--- src/rtl/mux_arb_nx1_pkg.sv ---
// Shared constants and helpers for the N:1 registered arbitrating multiplexer.
// Imported by the interface, the arbiter and the top level.
package mux_pkg;

    localparam int MODE_SEL = 0;
    localparam int MODE_RR  = 1;

    // Channel-index width that stays at least one bit wide.
    function automatic int ch_width(input int n);
        return (n > 1) ? $clog2(n) : 1;
    endfunction

endpackage

--- src/rtl/mux_arb_nx1_if.sv ---
// Producer/consumer bundle for mux_arb_nx1: N input channels plus one output channel.
// The master side is the environment, the slave side is the multiplexer.
interface mux_arb_nx1_if
    import mux_pkg::*;
#(
    parameter int WIDTH = 8,
    parameter int N     = 4
);
    localparam int CH_W = ch_width(N);

    logic [N*WIDTH-1:0] in_data;
    logic [N-1:0]       in_valid;
    logic [N-1:0]       in_ready;
    logic [CH_W-1:0]    sel;
    logic [WIDTH-1:0]   out_data;
    logic               out_valid;
    logic               out_ready;
    logic [CH_W-1:0]    out_ch;

    modport master (
        output in_data, in_valid, sel, out_ready,
        input  in_ready, out_data, out_valid, out_ch
    );

    modport slave (
        input  in_data, in_valid, sel, out_ready,
        output in_ready, out_data, out_valid, out_ch
    );

endinterface

--- src/rtl/mux_arb_nx1_rr_arbiter.sv ---
// Combinational round-robin arbiter: first requester after i_ptr, wrapping modulo N.
// Produces a one-hot grant, the granted index and an any-grant flag.
module rr_arbiter
    import mux_pkg::*;
#(
    parameter  int N    = 4,
    localparam int CH_W = ch_width(N)
) (
    input  logic [N-1:0]    i_req,
    input  logic [CH_W-1:0] i_ptr,
    output logic [N-1:0]    o_grant,
    output logic [CH_W-1:0] o_grant_idx,
    output logic            o_any
);

    logic [CH_W-1:0] w_cand;

    always_comb begin
        o_grant     = '0;
        o_grant_idx = '0;
        o_any       = 1'b0;
        w_cand      = '0;
        // Visit ptr+1 .. ptr+N so the last winner has lowest priority.
        for (int unsigned k = 1; k <= N; k++) begin
            w_cand = CH_W'((32'(i_ptr) + k) % N);
            if (!o_any && i_req[w_cand]) begin
                o_grant[w_cand] = 1'b1;
                o_grant_idx     = w_cand;
                o_any           = 1'b1;
            end
        end
    end

endmodule

--- src/rtl/mux_arb_nx1.sv ---
// N-input registered multiplexer with valid/ready on every channel.
// MODE selects external steering (sel) or round-robin arbitration.
module mux_arb_nx1
    import mux_pkg::*;
#(
    parameter int WIDTH = 8,
    parameter int N     = 4,
    parameter int MODE  = MODE_SEL
) (
    input logic          i_clk,
    input logic          i_rst,
    mux_arb_nx1_if.slave bus
);

    localparam int CH_W = ch_width(N);

    logic             w_load;
    logic             w_any;
    logic             w_xfer;
    logic [N-1:0]     w_grant;
    logic [CH_W-1:0]  w_idx;
    logic [WIDTH-1:0] w_data;

    logic [WIDTH-1:0] r_out_data;
    logic [CH_W-1:0]  r_out_ch;
    logic             r_out_valid;

    assign w_load       = !r_out_valid || bus.out_ready;
    assign w_xfer       = w_load && w_any && !i_rst;
    assign bus.in_ready = (w_load && !i_rst) ? w_grant : '0;

    generate
        if (MODE == MODE_RR) begin : g_rr
            logic [CH_W-1:0] r_ptr;

            rr_arbiter #(.N(N)) u_arb (
                .i_req       (bus.in_valid),
                .i_ptr       (r_ptr),
                .o_grant     (w_grant),
                .o_grant_idx (w_idx),
                .o_any       (w_any)
            );

            // Reset to N-1 so channel 0 wins first.
            always_ff @(posedge i_clk) begin
                if (i_rst) begin
                    r_ptr <= CH_W'(N - 1);
                end else if (w_xfer) begin
                    r_ptr <= w_idx;
                end
            end
        end else begin : g_sel
            always_comb begin
                w_grant = '0;
                w_any   = 1'b0;
                w_idx   = bus.sel;
                if (32'(bus.sel) < N) begin
                    w_grant[bus.sel] = bus.in_valid[bus.sel];
                    w_any            = bus.in_valid[bus.sel];
                end
            end
        end
    endgenerate

    always_comb begin
        w_data = '0;
        for (int unsigned i = 0; i < N; i++) begin
            if (w_grant[i]) begin
                w_data = bus.in_data[i*WIDTH +: WIDTH];
            end
        end
    end

    always_ff @(posedge i_clk) begin
        if (i_rst) begin
            r_out_valid <= 1'b0;
            r_out_data  <= '0;
            r_out_ch    <= '0;
        end else if (w_load) begin
            r_out_valid <= w_xfer;
            if (w_xfer) begin
                r_out_data <= w_data;
                r_out_ch   <= w_idx;
            end
        end
    end

    assign bus.out_data  = r_out_data;
    assign bus.out_valid = r_out_valid;
    assign bus.out_ch    = r_out_ch;

endmodule

--- src/flat_wrapper.sv ---
// flat-port wrapper written by rule: the top's interface ports become plain ports
module mux_arb_nx1_flat import mux_pkg::*;
#(
    parameter int WIDTH = 8,
    parameter int N     = 4,
    parameter int MODE  = MODE_SEL
)
  (i_clk, i_rst, bus_in_data, bus_in_valid, bus_sel, bus_out_ready, bus_in_ready, bus_out_data, bus_out_valid, bus_out_ch);
  mux_arb_nx1_if #(.WIDTH(WIDTH), .N(N)) bus_i ();
  input logic i_clk;
  input logic i_rst;
  input wire logic [$bits(bus_i.in_data)-1:0] bus_in_data;
  input wire logic [$bits(bus_i.in_valid)-1:0] bus_in_valid;
  input wire logic [$bits(bus_i.sel)-1:0] bus_sel;
  input wire logic [$bits(bus_i.out_ready)-1:0] bus_out_ready;
  output wire logic [$bits(bus_i.in_ready)-1:0] bus_in_ready;
  output wire logic [$bits(bus_i.out_data)-1:0] bus_out_data;
  output wire logic [$bits(bus_i.out_valid)-1:0] bus_out_valid;
  output wire logic [$bits(bus_i.out_ch)-1:0] bus_out_ch;
  assign bus_i.in_data = bus_in_data;
  assign bus_i.in_valid = bus_in_valid;
  assign bus_i.sel = bus_sel;
  assign bus_i.out_ready = bus_out_ready;
  assign bus_in_ready = bus_i.in_ready;
  assign bus_out_data = bus_i.out_data;
  assign bus_out_valid = bus_i.out_valid;
  assign bus_out_ch = bus_i.out_ch;
  mux_arb_nx1 #(.WIDTH(WIDTH), .N(N), .MODE(MODE)) u_core (.i_clk(i_clk), .i_rst(i_rst), .bus(bus_i));
endmodule
--- config.mk ---
export PLATFORM = sky130hd
export DESIGN_NAME = mux_arb_nx1_flat
export DESIGN_NICKNAME = d
export VERILOG_FILES = /design/src/rtl/mux_arb_nx1_pkg.sv /design/src/rtl/mux_arb_nx1_if.sv /design/src/rtl/mux_arb_nx1_rr_arbiter.sv /design/src/rtl/mux_arb_nx1.sv /design/src/flat_wrapper.sv
export SDC_FILE = /design/constraint.sdc
export NUM_CORES = 1
export LEC_CHECK = 0
export BUFFER_PORTS_ARGS = -buffer_cell sky130_fd_sc_hd__buf_2
export CAP_MARGIN = 20
export CORE_MARGIN = 1.5
export CORE_UTILIZATION = 42
export DETAILED_ROUTE_END_ITERATION = 10
export GPL_ROUTABILITY_DRIVEN = 0
export PLACE_DENSITY = 0.83
export SLEW_MARGIN = 20
export SYNTH_ARGS = -nofsm -noshare
export SYNTH_HDL_FRONTEND = slang
export SYNTH_SLANG_ARGS = --single-unit
--- constraint.sdc ---
create_clock -name i_clk -period 4.8 [get_ports i_clk]
set_input_delay 0.72 -clock i_clk [delete_from_list [all_inputs] [get_ports i_clk]]
set_output_delay 0.72 -clock i_clk [all_outputs]
set_load 0.005 [all_outputs]
==> metrics.md <==
| Metric | Value |
|---|---|
| Int Power | around 170 uW |
| DR iter-0 viols | 19 |
| Layout Cells excl Fill | between 150 and 200 |
| Share of cells above drive strength 1 | 43.3% |
| WL per Instance | around 13 microns |
| Multi-input logic area | 489 sq um |
| Htree depth | 1 |
| Worst path most repeated cell | buf_2 |
| FF+latch area | 220 sq um |
| Leakage power | 0.000509 uW |
| Syn_nets | 133 |
| Number of diodes | 0 |
| Slew HR | a little over half |
| Post-synth top area cell | dfxtp_1 |
| Worst R2R Start | u_core.bus.out_valid |
| DRC | 0 |
| Final global-route overflow total | 0 |
| Worst setup EP type | output port |
| Worst setup SP type | primary input |
| Type of the worst setup path | in -> out |
| CTS tree | built |
| Final min period | 2990 ps |
| Initial antenna violation count | 0 |
| Max Slew Vio Count | 0 |
| Vias in the first global route | a little under 800 |
| First-pass GRT wire length | ~3200 microns |
| Hold Path End | u_core.bus.out_ch[1] |
| Max incr delay on CP | between 600 and 700 ps |
| IO Pins | between 50 and 60 |
| Worst vdd ir | approximately 0.00011 V |
| Input/output buffers | between 50 and 60 |
| Max-cap violations | 0 |
| Post-synth EDFFs | 0 |
| Synth cell count leaders | a31oi_1, dfxtp_1, nand2_1 |
| Reg clk slew, reported paths | approximately 80 ps |
| #FFs+latches synth | 11 |
| Skew-Pair Late Insertion Delay | 270 ps |
| RSZ-0062 raised after global routing | no |
| Post-synthesis cell count | a little over 90 |
| Leading post-synthesis cells by cell area | dfxtp_1, a31oi_1, nand4b_1 |
| Pin count of the biggest net entering global routing | 23 |
| Clock Tree Buf Depth | 2 |
| Psw | between 70 and 80 uW |
| Worst-path fanout max | 22 |
| Crit-path cells | buf_2 -> mux4_2 -> nor3b_4 -> and3b_1 -> buf_2 |
| Post-synth top area share | ~29% |
| Total die area | 2100 sq um |
| Clk sinks | 11 |
| Warnings, synthesis | 0 |
| Slowest cell on crit path | nor3b_4 |
| DIE HEIGHT | approximately 46 microns |
| 1st-pass router iterations | 4 |
| DR vias | 906 |
| Synth Flop Type | dfxtp_1 |
| Syn avg cell area | about 8.4 sq um |
| Initial Util | between 40% and 50% |
| # setup viols final | 0 |
| Tcrit/Tclk final | about 62% |
| Count leader, synth | a31oi_1 |
| Critical Path RT | 4080 ps |
| Hold Fails Final Rpt | 0 |
| Global-route usage over all layers | roughly 21% |
| Final ANT Viol Nets | 0 |
| Width of the die | between 40 and 50 microns |
| Post-CTS setup buffer count | 0 |
| Total power | about 250 uW |
| Fillcell total | between 150 and 200 |
| Worst hold path class | reg -> reg |
| Hold depth | 2 |
| Comb pwr share | 30.3% |
| Setup slack, reg-to-reg | around 3300 ps |
| Hold-fix buffers, CTS | 0 |
| Hold Startpoint | u_core.bus.out_ch[1] |
| Final clock skew | 8.76 ps |
| Least-Margin Pin Slew | around 720 ps |
| Critical path arrival | around 2300 ps |
| Switching fraction of total power | between 30 and 40% |
| Cells after DPL | about 160 |
| Final WL | about 2200 microns |
| Fmax | approximately 330 MHz |
| CTS Root Cell | clkbuf_4 |
| FFs w/ async S/R, synth | 0% |
| CTS resizes | 0 |
| Register area share after synthesis | 28.6% |
| Final setup margin | around 1800 ps |
| Worst reg2reg path endpoint | u_core.bus.out_ch[1] |
| Sequential share of power | 43.4% |
| Post-Syn Area | 771 sq um |
| R2r worst-path depth | 4 |
| Area growth syn-to-layout | 35.7% |
| Row cnt | 15 |
| Core area | roughly 1700 sq um |
| Power density cells | ~240 nW/um^2 |
| Via density | between 5 and 6 |
| Yosys cell types | 22 |
| Final #Nets | 183 |
| Num CTS Buffers | 3 |
| Total negative slack | 0 ps |
| Clock power share | between 20% and 30% |
| Status | completed |
| Dpl ws | about 1800 ps |
[metrics by stage]
stage,cell area (sq um),hold slack [ps],utilization [%]
after floorplan,771,474,-
after global placement,1020,474,59.1
after detailed placement,1020,477,59.1
after CTS,1050,488,60.6
after global routing,1050,511,60.6
final,1050,485,60.6
[critical path, delay by kind of cell]
family | cells | cell delay, ps
and+or+nand+nor | 2 | 870
buffers and inverters | 2 | 300
muxes | 1 | 370
[kinds of logic (layout without fill, tap and decap cells)]
kind of cell,count (synthesis),after routing,share of synthesized area [%]
compound gates,35,35,29.2
simple gates,32,32,28.7
flops,11,11,28.6
buf+inv,11,60,7.95
mux,3,3,5.52
[layout make-up]
type	count	share of cell area [%]
multi-input combinational	70	46.8
timing repair buffer	55	26.3
clock buffer	4	2.51
inverter	1	0.359
tap	25	2.99
sequential	11	21.1
[registers in the layout, summed over array words and instances, names as in the netlist]
register	cells
u_core.bus.out_ch	2
u_core.bus.out_data	8
u_core.bus.out_valid	1
[placed cells by master, fill, tap and decap left out, drive strengths merged]
cell type,Yosys,routed
buf,7,55
a31oi,16,16
dfxtp,11,11
nand2,10,10
a21oi,9,9
nand4b,8,8
o2bb2ai,8,8
nor2,4,4
clkbuf,3,4
and3b,3,3
and3,2,2
mux2i,2,2
o21ai,2,2
nand3b,2,2
and2b,1,1
mux4,1,1
nor3b,1,1
and2,1,1
clkinv,1,1
[worst max path at each step]
stage / from / cells after the start / to
2_1_floorplan: bus_in_valid[0] / 5 / bus_in_ready[0]
3_3_place_gp: bus_sel[0] / 5 / bus_in_ready[1]
3_5_place_dp: bus_sel[0] / 5 / bus_in_ready[1]
4_1_cts: bus_sel[0] / 5 / bus_in_ready[1]
5_1_grt: bus_sel[0] / 5 / bus_in_ready[1]
6_report: bus_sel[0] / 5 / bus_in_ready[1]
[power by group through the flow]
stage	Sequential, uW	Combinational (uW)	Clock [uW]
after floorplan	113	42.7	0
after global placement	111	74.1	0
after detailed placement	111	75.8	0
after CTS	109	75.9	65.8
after global routing	110	84.6	68.4
final	109	76.0	65.8
[routing by layer]
| layer | share of wire [%] | track usage (%) | up-vias | wire, microns |
|---|---|---|---|---|
| met1 | 43 | 25.1 | 399 | 929 |
| met5 | 0 | 0 | - | 0 |
| li1 | - | - | 456 | - |
| met3 | 8.4 | 1.98 | 4 | 182 |
| met2 | 47 | 36.3 | 47 | 1010 |
| met4 | 1.4 | 10.3 | 0 | 31 |
(Power assumes the default switching activity.)
